[src/rtl/unidade_controle_param.sv]
// unidade_controle_param: turn controller for parametrised ultimate tic-tac-toe.
// Sequences macro-board choice and micro-board move, retries invalid moves,
// rotates among N_JOGADORES players, counts moves and flags a draw at MAX_JOGADAS.
// Optional per-move timeout enabled by defining the macro JOGADA_TIMEOUT_EN.
module unidade_controle_param #(
  parameter int N_JOGADORES    = 2,
  parameter int MAX_JOGADAS    = 81,
  parameter int TIMEOUT_CICLOS = 5000
) (
  input  logic       clock,
  input  logic       reset,
  input  logic       iniciar,
  input  logic       tem_jogada,
  input  logic       jogada_valida,
  input  logic       fim_jogo,
  input  logic       escolhe_macro,
  output logic       sinal_macro,
  output logic       troca_jogador,
  output logic       zeraR_macro,
  output logic       zeraR_micro,
  output logic       zeraEdge,
  output logic       registraR_macro,
  output logic       registraR_micro,
  output logic       jogar_macro,
  output logic       jogar_micro,
  output logic       erro_jogada,
  output logic       estouro_tempo,
  output logic       empate,
  output logic       pronto,
  output logic [1:0] jogador_atual,
  output logic [6:0] num_jogadas,
  output logic [3:0] db_estado
);

  // Reject configurations the 2-bit player index / 7-bit move counter cannot hold.
  if (N_JOGADORES < 2 || N_JOGADORES > 4 || MAX_JOGADAS < 1 || MAX_JOGADAS > 127 ||
      TIMEOUT_CICLOS < 1) begin : g_param_invalido
    $error("unidade_controle_param: parameter out of range");
  end

  localparam logic [1:0] ULTIMO_JOGADOR = 2'(N_JOGADORES - 1);
  localparam logic [6:0] MAX_J          = 7'(MAX_JOGADAS);

  typedef enum logic [3:0] {
    INICIAL        = 4'h0,
    PREPARACAO     = 4'h1,
    JOGA_MACRO     = 4'h2,
    REGISTRA_MACRO = 4'h3,
    JOGA_MICRO     = 4'h4,
    REGISTRA_MICRO = 4'h5,
    TROCAR_JOGADOR = 4'h6,
    DECIDE_MACRO   = 4'h7,
    VALIDA_MACRO   = 4'h8,
    VALIDA_MICRO   = 4'h9,
    ERRO           = 4'hA,
    ESTOURO        = 4'hB,
    FIM            = 4'hF
  } estado_t;

  typedef struct packed {
    logic sinal_macro;
    logic troca;
    logic zera_macro;
    logic zera_micro;
    logic zera_edge;
    logic reg_macro;
    logic reg_micro;
    logic jogar_macro;
    logic jogar_micro;
    logic erro;
    logic estouro;
    logic pronto;
  } saidas_t;

  // Moore decode: the output word that belongs to a given state.
  function automatic saidas_t decodifica(input estado_t e);
    saidas_t s;
    s = '0;
    case (e)
      INICIAL: begin
        s.zera_macro = 1'b1;
        s.zera_micro = 1'b1;
        s.zera_edge  = 1'b1;
      end
      PREPARACAO: begin
        s.zera_macro = 1'b1;
        s.zera_micro = 1'b1;
      end
      JOGA_MACRO: begin
        s.sinal_macro = 1'b1;
        s.jogar_macro = 1'b1;
      end
      VALIDA_MACRO:   s.sinal_macro = 1'b1;
      REGISTRA_MACRO: begin
        s.sinal_macro = 1'b1;
        s.reg_macro   = 1'b1;
      end
      JOGA_MICRO:     s.jogar_micro = 1'b1;
      VALIDA_MICRO:   s = '0;
      REGISTRA_MICRO: s.reg_micro = 1'b1;
      TROCAR_JOGADOR: s.troca = 1'b1;
      DECIDE_MACRO:   s.zera_micro = 1'b1;
      ERRO: begin
        s.erro      = 1'b1;
        s.zera_edge = 1'b1;
      end
      ESTOURO: begin
        s.troca     = 1'b1;
        s.zera_edge = 1'b1;
`ifdef JOGADA_TIMEOUT_EN
        s.estouro   = 1'b1;
`endif
      end
      FIM:     s.pronto = 1'b1;
      default: s = '0;
    endcase
    return s;
  endfunction

  estado_t    estado_r;
  estado_t    proximo_s;
  saidas_t    saidas_r;
  logic       origem_r;
  logic       origem_prox_s;
  logic       timeout_s;
  logic [1:0] jogador_r;
  logic [6:0] num_r;
  logic       empate_r;

`ifdef JOGADA_TIMEOUT_EN
  localparam int TW = (TIMEOUT_CICLOS > 1) ? $clog2(TIMEOUT_CICLOS) : 1;
  localparam logic [TW-1:0] TIMER_LIM = TW'(TIMEOUT_CICLOS - 1);

  logic [TW-1:0] timer_r;
  logic          em_espera_s;

  assign em_espera_s = (estado_r == JOGA_MACRO) || (estado_r == JOGA_MICRO);
  assign timeout_s   = em_espera_s && (timer_r == TIMER_LIM);

  // Per-move timer: counts while waiting in a joga_* state, restarts on every entry.
  always_ff @(posedge clock or negedge reset) begin
    if (!reset) begin
      timer_r <= '0;
    end else if (em_espera_s && (proximo_s == estado_r)) begin
      timer_r <= timer_r + TW'(1);
    end else begin
      timer_r <= '0;
    end
  end
`else
  assign timeout_s = 1'b0;
`endif

  // Next-state logic; a move strobe in the last timer cycle takes priority over the timeout.
  always_comb begin
    proximo_s     = INICIAL;
    origem_prox_s = origem_r;
    case (estado_r)
      INICIAL: begin
        if (iniciar) proximo_s = PREPARACAO;
        else         proximo_s = INICIAL;
      end
      PREPARACAO: proximo_s = JOGA_MACRO;
      JOGA_MACRO: begin
        if (tem_jogada) begin
          proximo_s = VALIDA_MACRO;
        end else if (timeout_s) begin
          proximo_s     = ESTOURO;
          origem_prox_s = 1'b0;
        end else begin
          proximo_s = JOGA_MACRO;
        end
      end
      VALIDA_MACRO: begin
        if (jogada_valida) begin
          proximo_s = REGISTRA_MACRO;
        end else begin
          proximo_s     = ERRO;
          origem_prox_s = 1'b0;
        end
      end
      REGISTRA_MACRO: proximo_s = JOGA_MICRO;
      JOGA_MICRO: begin
        if (tem_jogada) begin
          proximo_s = VALIDA_MICRO;
        end else if (timeout_s) begin
          proximo_s     = ESTOURO;
          origem_prox_s = 1'b1;
        end else begin
          proximo_s = JOGA_MICRO;
        end
      end
      VALIDA_MICRO: begin
        if (jogada_valida) begin
          proximo_s = REGISTRA_MICRO;
        end else begin
          proximo_s     = ERRO;
          origem_prox_s = 1'b1;
        end
      end
      REGISTRA_MICRO: proximo_s = TROCAR_JOGADOR;
      TROCAR_JOGADOR: begin
        if (fim_jogo || (num_r == MAX_J)) proximo_s = FIM;
        else                              proximo_s = DECIDE_MACRO;
      end
      DECIDE_MACRO: begin
        if (escolhe_macro) proximo_s = PREPARACAO;
        else               proximo_s = REGISTRA_MACRO;
      end
      ERRO, ESTOURO: begin
        if (origem_r) proximo_s = JOGA_MICRO;
        else          proximo_s = JOGA_MACRO;
      end
      FIM: begin
        if (iniciar) proximo_s = INICIAL;
        else         proximo_s = FIM;
      end
      default: proximo_s = INICIAL;
    endcase
  end

  // State register with outputs registered alongside it, plus move/player counters and draw flag.
  always_ff @(posedge clock or negedge reset) begin
    if (!reset) begin
      estado_r  <= INICIAL;
      saidas_r  <= decodifica(INICIAL);
      origem_r  <= 1'b0;
      jogador_r <= 2'd0;
      num_r     <= 7'd0;
      empate_r  <= 1'b0;
    end else begin
      estado_r <= proximo_s;
      saidas_r <= decodifica(proximo_s);
      origem_r <= origem_prox_s;
      if (estado_r == INICIAL) begin
        jogador_r <= 2'd0;
        num_r     <= 7'd0;
        empate_r  <= 1'b0;
      end else begin
        if ((estado_r == REGISTRA_MICRO) && (num_r != MAX_J)) begin
          num_r <= num_r + 7'd1;
        end
        if ((estado_r == TROCAR_JOGADOR) || (estado_r == ESTOURO)) begin
          if (jogador_r == ULTIMO_JOGADOR) jogador_r <= 2'd0;
          else                             jogador_r <= jogador_r + 2'd1;
        end
        if ((estado_r == TROCAR_JOGADOR) && (num_r == MAX_J) && !fim_jogo) begin
          empate_r <= 1'b1;
        end
      end
    end
  end

  assign sinal_macro     = saidas_r.sinal_macro;
  assign troca_jogador   = saidas_r.troca;
  assign zeraR_macro     = saidas_r.zera_macro;
  assign zeraR_micro     = saidas_r.zera_micro;
  assign zeraEdge        = saidas_r.zera_edge;
  assign registraR_macro = saidas_r.reg_macro;
  assign registraR_micro = saidas_r.reg_micro;
  assign jogar_macro     = saidas_r.jogar_macro;
  assign jogar_micro     = saidas_r.jogar_micro;
  assign erro_jogada     = saidas_r.erro;
  assign estouro_tempo   = saidas_r.estouro;
  assign pronto          = saidas_r.pronto;
  assign empate          = empate_r;
  assign jogador_atual   = jogador_r;
  assign num_jogadas     = num_r;
  assign db_estado       = estado_r;

endmodule

[config.mk]
export PLATFORM = sky130hd
export DESIGN_NAME = unidade_controle_param
export DESIGN_NICKNAME = d
export VERILOG_FILES = /design/src/rtl/unidade_controle_param.sv
export SDC_FILE = /design/constraint.sdc
export NUM_CORES = 1
export LEC_CHECK = 0
export CAP_MARGIN = 20
export CORE_MARGIN = 2
export CORE_UTILIZATION = 52
export DETAILED_ROUTE_END_ITERATION = 10
export PLACE_DENSITY = 0.92
export SYNTH_ARGS = -nofsm -noshare
export SYNTH_HDL_FRONTEND = slang
export SYNTH_SLANG_ARGS = --single-unit
export TNS_END_PERCENT = 30
[constraint.sdc]
create_clock -name clock -period 4.21 [get_ports clock]
set_input_delay 0.842 -clock clock [delete_from_list [all_inputs] [get_ports clock]]
set_output_delay 0.842 -clock clock [all_outputs]
set_load 0.01 [all_outputs]
==> results of run 1 <==
[path summary, 6_finish.rpt]
| check | from | endpoint | slack [ns] |
|---|---|---|---|
| max in group asynchronous | reset | zeraR_micro | 2.95 |
| worst max register to register | num_jogadas[1] | origem_r | 1.79 |
| worst min register to register | jogador_atual[1] | jogador_atual[1] | 0.55 |
| worst min-delay path | jogador_atual[1] | jogador_atual[1] | 0.55 |
| min in group asynchronous | reset | num_jogadas[1] | 0.76 |
| worst max-delay path | db_estado[2] | db_estado[2] | 1.59 |
[layer usage]
layer  vias to the layer above  global-route usage, %
li1                        525                      -
met1                       556                  28.47
met2                        41                  36.90
met3                        10                  4.032
met4                         0                  8.130
met5                         -                      0
[cell usage after synthesis (2+ instances only)]
library cell,instances
sky130_fd_sc_hd__nor3_1,3
sky130_fd_sc_hd__nand4_1,3
sky130_fd_sc_hd__or4b_1,2
sky130_fd_sc_hd__buf_2,3
sky130_fd_sc_hd__clkbuf_1,3
sky130_fd_sc_hd__nand2_1,11
sky130_fd_sc_hd__or2_2,2
sky130_fd_sc_hd__nor2b_1,3
sky130_fd_sc_hd__and3_1,3
sky130_fd_sc_hd__xor2_1,4
sky130_fd_sc_hd__o31ai_1,2
sky130_fd_sc_hd__dfrtp_1,23
sky130_fd_sc_hd__a21oi_1,7
sky130_fd_sc_hd__nand3b_1,3
sky130_fd_sc_hd__inv_1,3
sky130_fd_sc_hd__nor2_1,8
sky130_fd_sc_hd__and4b_1,2
sky130_fd_sc_hd__buf_4,3
sky130_fd_sc_hd__nor4b_1,2
sky130_fd_sc_hd__nor3b_1,3
sky130_fd_sc_hd__dfstp_2,3
sky130_fd_sc_hd__ha_1,2
sky130_fd_sc_hd__or3_1,2
sky130_fd_sc_hd__o21ai_0,8
[power breakdown]
part	switching (mW)	total, mW	leakage [nW]	internal (mW)
Combinational	0.225	0.477	0.353	0.252
Sequential	0.104	0.427	0.344	0.323
Clock	0.0782	0.131	0.0210	0.0530
[per-stage QoR]
stage	cell area [um2]	cells	worst slack (ns)	hold WS [ns]	total power, mW
floorplan	1363	132	1.990	0.4714	0.7345
global placement	1650	183	1.425	0.4868	0.8790
detailed placement	1650	183	1.356	0.5006	0.8954
CTS	1687	187	1.599	0.5502	1.029
global route	1714	188	1.490	0.5790	1.097
finish	1714	188	1.589	0.5484	1.035
[kinds of logic (layout without fill, tap and decap cells)]
group	Yosys count	after routing	share of synthesized area, %
AOI/OAI and AO/OA	27	27	13.87
xor gates and xnor gates	4	4	2.571
adders and majority gates	2	2	1.836
buffers and inverters	13	39	5.234
DFF	26	26	48.03
muxes	3	3	2.387
other	1	1	0.2752
and+or+nand+nor	56	56	25.80
[cell type report]
type	count	area share (%)
inverter	3	0.6569
sequential	26	38.18
clock buffer	4	2.117
tap	30	2.190
multi-input combinational	93	37.15
timing repair buffer	32	19.71
==> impl_summary.txt, run 1 <==
----------------------------------------------------
[Clocking]
  H-tree lvl count ... 1
  Number of gates given a new drive strength after cts ... 0
  Worst-path clk slew ... 0.15 ns
  CTS Buf Count ... 3
  CTS tree ... done
  Maximum clock insertion buffer count ... 2
  Hold buffer count at cts ... 0
  Library cell used as clock root buffer ... sky130_fd_sc_hd__clkbuf_4
  Clock latency reported for the late side of the worst-skew pair ... 0.33 ns
  Post-CTS Setup Repair Bufs ... 0
  Total clock sinks ... 26

[Route]
  Number of nets with antenna violations after routing ... 0
  Met1 Wirelength ... 1265 um
  Vias per inst ... 6.021
  Router iterations before antenna repair ... 4
  Total length of routed met3 wires ... 159 um
  Top metal layer carrying routed signals ... met4
  DRC marker count from the first detailed-route iteration ... 44
  Residual DRC ... 0
  Vias ... 1,132
  Total Wirelength ... 2998 um
  Routed length per instance ... 15.95 um
  Routed length on met2 ... 1515 um

[Setup path]
  Slowest cell on the critical path ... sky130_fd_sc_hd__dfrtp_1
  Critical Path Start Type ... flop
  Required time at the endpoint of the critical path ... 3.37 ns
  Length in cells of the worst reg-to-reg path ... 7
  Dominant delay contributor by cell family on the critical path ... flip-flops
  CP Capture Type ... primary output
  Critical path cell sequence ... clkdlybuf4s50_1
  Arrival time reported for the critical path endpoint ... 1.78 ns
  Worst Path Buf+Inv ... 1
  Depth of the critical timing path with buffers and inverters included ... 1
  WS Path Type ... flop to primary output
  Largest incremental delay on the critical path ... 0.79 ns
  Largest fanout on the critical path ... 22

[Yosys]
  Count of flip-flops with a built-in enable after synthesis ... 0
  Post-Syn Nets ... 141
  Proportion of synthesized chip area in sequential cells ... 48.03%
  Post-synthesis async set-or-reset flop share ... 100.0%
  Cell taking the most area after synthesis ... sky130_fd_sc_hd__dfrtp_1
  Mapped cell area ... 1363 um2
  Mean Syn Cell Area ... 10.32 um2
  Cell count after synthesis ... 132
  Synth Register Bits ... 26
  Top area cells in the synthesized netlist ... sky130_fd_sc_hd__dfrtp_1 (42%), sky130_fd_sc_hd__dfstp_2 (5.8%), sky130_fd_sc_hd__nand2_1 (3.0%)
  Count of different cell masters after synthesis ... 48
  Area share of the largest cell type after synthesis ... 42.24%
  Yosys warnings ... 0
  Dominant register cell in the synthesized netlist ... sky130_fd_sc_hd__dfrtp_1

[Timing]
  Slew margin rel. ... 37.30%
  Total Negative Setup Slacks ... 0 ns
  Clock skew ... 0.005182 ns
  Final worst path period need ... 2.621 ns
  Final Max Tran Viols ... 0
  Maximum frequency from static timing analysis ... 381.5 MHz
  Final cycle utilization of the critical path ... 62.26%
  Worst slew pin tran ... 0.9333 ns
  Number of setup violations in the final report ... 0
  Final hold violation count ... 0
  Unrepaired setup endpoints after global routing ... no

[Floorplan]
  Initial Util ... 55.00%
  Placeable core region ... 2477 um2
  Die area ... 3046 um2
  Standard-cell rows ... 18
  Horizontal die dimension ... 55.19 um
  Height of the die ... 55.19 um
  I/O pins ... 33

[Global routing]
  First-pass GRT wire length ... 4692 um
  Antenna violations before repair ... 0
  Via count of the first global-routing pass ... 1,022
  Total global routing overflow ... 0
  Total global routing track utilization ... 22.05%
  Maximum number of pins on one net before global-route repair ... 27

[Place]
  Routability cong. ... 0.8218
  Quantity of I/O buffers inserted on ports ... 31
  DP Wirelength ... 2027 um

[Finish]
  Layout net count ... 168
  Synth-to-Final Area Change ... 25.80%
  Fraction of final layout cells sized beyond drive strength 1 ... 11.39%
  Multi-input gate area in the final layout ... 636.9 um2
  Largest register FFs ... 7
  Area taken by flip-flops and latches ... 654.4 um2
  Post-Route Utilization ... 69.19%
  Final antenna diode count ... 0
  Commonest cells after routing, fill and taps aside ... sky130_fd_sc_hd__clkdlybuf4s50_1 (31), sky130_fd_sc_hd__dfrtp_1 (23), sky130_fd_sc_hd__nand2_1 (11), sky130_fd_sc_hd__o21ai_0 (8), sky130_fd_sc_hd__nor2_1 (8)
  Most frequent standard cell in the layout excluding fill and tap cells ... sky130_fd_sc_hd__clkdlybuf4s50_1
  Filler Cell Count ... 204

[Min path]
  Cell depth of the worst hold path ... 2
  Worst hold path type ... flop to flop

[Power and ir drop]
  Worst voltage drop across the vdd grid ... 0.0005815 V
  Leak pwr ... 0.7186 nW
  PD cells ... 603.9 nW/um2

[Flow run]
  Max-cap violation count ... 0

[Run status]
  Outcome ... completed

----------------------------------------------------
Note: power is estimated with default switching activity, not from simulation.
==> inputs of run 2 (changes only) <==
--- a/config.mk
+++ b/config.mk
@@ -7,9 +7,9 @@
 export LEC_CHECK = 0
 export CAP_MARGIN = 20
 export CORE_MARGIN = 2
-export CORE_UTILIZATION = 52
+export CORE_UTILIZATION = 48
 export DETAILED_ROUTE_END_ITERATION = 10
-export PLACE_DENSITY = 0.92
+export PLACE_DENSITY = 0.87
 export SYNTH_ARGS = -nofsm -noshare
 export SYNTH_HDL_FRONTEND = slang
 export SYNTH_SLANG_ARGS = --single-unit
==> constraint.sdc (replaced) <==
create_clock -name clock -period 2.55 [get_ports clock]
set_input_delay 0.51 -clock clock [delete_from_list [all_inputs] [get_ports clock]]
set_output_delay 0.51 -clock clock [all_outputs]
set_load 0.01 [all_outputs]
==> run 2 against run 1 <==
Against the previous run:
- via count increased by 0.18%
- combinational power rose by 71%
- sequential power rose by 65%
- largest power group unchanged
- clock-buffer cell count did not move
- highest routed layer unchanged
- die area rose by 7.7%
- critical endpoint is now origem_r
- non-clock buffer count increased by 2
==> impl_summary.txt, run 2 (same netlist as run 1, synthesis figures left out) <==
----------------------------------------------------
[Run status]
  Outcome ... completed

[Place]
  DP Wirelength ... 2106 um (+3.9%)
  Quantity of I/O buffers inserted on ports ... 31 (unchanged)
  Routability cong. ... 0.8816 (+7.3%)

[Floorplan]
  I/O pins ... 33 (unchanged)
  Height of the die ... 57.28 um (+3.8%)
  Horizontal die dimension ... 57.28 um (+3.8%)
  Die area ... 3281 um2 (+7.7%)
  Placeable core region ... 2734 um2 (+10%)
  Initial Util ... 49.84% (-5.2 points)
  Standard-cell rows ... 19 (+1)

[Setup path]
  Largest fanout on the critical path ... 7 (-68%)
  Length in cells of the worst reg-to-reg path ... 7 (unchanged)
  Arrival time reported for the critical path endpoint ... 2.52 ns (+0.74 ns)
  WS Path Type ... flop to flop
  CP Capture Type ... flop
  Critical Path Start Type ... flop
  Required time at the endpoint of the critical path ... 2.76 ns (-0.61 ns)

[Route]
  Vias per inst ... 5.937 (-1.4%)
  DRC marker count from the first detailed-route iteration ... 34 (-23%)
  Total Wirelength ... 2951 um (-1.6%)
  Residual DRC ... 0 (unchanged)
  Number of nets with antenna violations after routing ... 0 (unchanged)
  Vias ... 1,134 (+0.18%)
  Routed length per instance ... 15.45 um (-3.1%)
  Router iterations before antenna repair ... 4 (unchanged)

[Global routing]
  First-pass GRT wire length ... 4733 um (+0.87%)
  Routing usage on met3 ... 4.082% (+0.049 points)
  Peak-usage layer in the global routing report ... met2
  Via count of the first global-routing pass ... 1,069 (+4.6%)
  Antenna violations before repair ... 0 (unchanged)
  Maximum number of pins on one net before global-route repair ... 27 (unchanged)
  Met2 Usage GRT ... 31.69% (-5.2 points)
  Total global routing overflow ... 0 (unchanged)
  Met1 global-route usage ... 23.21% (-5.3 points)
  Total global routing track utilization ... 18.50% (-3.5 points)

[Clocking]
  Library cell used as clock root buffer ... sky130_fd_sc_hd__clkbuf_4
  Worst-path clk slew ... 0.13 ns (-0.02 ns)
  Clock latency reported for the late side of the worst-skew pair ... 0.31 ns (-0.02 ns)
  Post-CTS Setup Repair Bufs ... 0 (unchanged)
  Hold buffer count at cts ... 0 (unchanged)
  Number of gates given a new drive strength after cts ... 0 (unchanged)
  CTS Buf Count ... 3 (unchanged)
  CTS tree ... done
  Total clock sinks ... 26 (unchanged)
  H-tree lvl count ... 1 (unchanged)
  Maximum clock insertion buffer count ... 2 (unchanged)

[Flow run]
  Max-cap violation count ... 0 (unchanged)

[Timing]
  Final worst path period need ... 2.312 ns
  Maximum frequency from static timing analysis ... 432.5 MHz
  Slew margin rel. ... 54.58% (+17 points)
  Total Negative Setup Slacks ... 0 ns (unchanged)
  Worst slew pin tran ... 0.6813 ns (-0.2520 ns)
  Clock skew ... 0.002167 ns (-0.003015 ns)
  Final Max Tran Viols ... 0 (unchanged)
  Final hold violation count ... 0 (unchanged)
  Final cycle utilization of the critical path ... 90.68%
  Number of setup violations in the final report ... 0 (unchanged)
  Tightest hold margin ... 0.5503 ns (+0.001941 ns)
  Unrepaired setup endpoints after global routing ... no

[Power and ir drop]
  Worst voltage drop across the vdd grid ... 0.0007209 V (+24%)
  Leak pwr ... 0.7208 nW (+0.31%)
  PD cells ... 1007 nW/um2 (+67%)

[Finish]
  Synth-to-Final Area Change ... 25.53%
  Commonest cells after routing, fill and taps aside ... sky130_fd_sc_hd__clkdlybuf4s50_1 (31), sky130_fd_sc_hd__dfrtp_1 (23), sky130_fd_sc_hd__nand2_1 (11), sky130_fd_sc_hd__o21ai_0 (8), sky130_fd_sc_hd__nor2_1 (8)
  Largest register FFs ... 7 (unchanged)
  Most frequent standard cell in the layout excluding fill and tap cells ... sky130_fd_sc_hd__clkdlybuf4s50_1
  Fraction of final layout cells sized beyond drive strength 1 ... 12.50% (+1.1 points)
  Layout net count ... 170 (+1.2%)
  Final antenna diode count ... 0 (unchanged)

[Min path]
  Worst hold path type ... input port to asynchronous set/reset pin

----------------------------------------------------
==> run 2: cell types whose count changed in the layout (fill, tap and decap cells not counted), sizes merged <==
cell | previous run | this run
buf | 1 | 3
==> run 2: layout make-up <==
class / count / area (um2)
Fill cell: 212 / 1023
Sequential cell: 26 / 654.4
Multi-Input combinational cell: 93 / 636.9
Timing Repair Buffer: 34 / 332.8
Tap cell: 31 / 38.79
Clock buffer: 4 / 36.28
Inverter: 3 / 11.26
==> run 2: path summary, 6_finish.rpt <==
check,start,to,slack [ns]
hold reg to reg,origem_r,origem_r,0.55
setup reg to reg,num_jogadas[1],origem_r,0.24
setup / recovery,num_jogadas[1],origem_r,0.24
min in group clock,origem_r,origem_r,0.55
max in group asynchronous,reset,zeraR_micro,1.71
hold / removal,reset,num_jogadas[1],0.55
==> run 2: layer usage <==
layer  wire (um)  part of all wire [%]  vias to the layer above
met4          30                   1.0                        0
met5           0                     0                        -
met2        1537                    52                       37
li1            -                     -                      528
met3         158                   5.4                        4
met1        1224                    41                      565
==> run 2: critical path, stage by stage, from the launching register on <==
cell,delay (ns)
sky130_fd_sc_hd__dfrtp_1,0.44
sky130_fd_sc_hd__inv_1,0.10
sky130_fd_sc_hd__ha_1,0.13
sky130_fd_sc_hd__nor4bb_1,0.43
sky130_fd_sc_hd__a21oi_1,0.22
sky130_fd_sc_hd__o221ai_4,0.32
sky130_fd_sc_hd__and3_1,0.25
sky130_fd_sc_hd__mux2_1,0.33
==> run 2: through the flow <==
stage               setup WS (ns)  util [%]  total power, mW  instances  area (um2)
floorplan                  0.4884         -            1.213        132        1363
global placement           0.1179     61.24            1.495        187        1674
detailed placement        0.04206     61.24            1.521        187        1674
CTS                        0.2680     62.56            1.728        191        1710
global route              0.09447     62.56            1.845        191        1710
finish                     0.2378     62.56            1.722        191        1710
==> run 2: report_power, final <==
group          total, mW  switching [mW]  leakage, nW  internal (mW)
registers          0.706           0.173        0.344          0.533
clock network      0.201           0.114       0.0210         0.0872
logic              0.815           0.377        0.355          0.438
==> inputs of run 3 (changes only) <==
--- a/config.mk
+++ b/config.mk
@@ -9,6 +9,7 @@
 export CORE_MARGIN = 2
 export CORE_UTILIZATION = 48
 export DETAILED_ROUTE_END_ITERATION = 10
+export GPL_ROUTABILITY_DRIVEN = 1
 export PLACE_DENSITY = 0.87
 export SYNTH_ARGS = -nofsm -noshare
 export SYNTH_HDL_FRONTEND = slang
==> results of run 3 <==
Same layout as run 2: the final DEF is identical, and so are final timing and power.
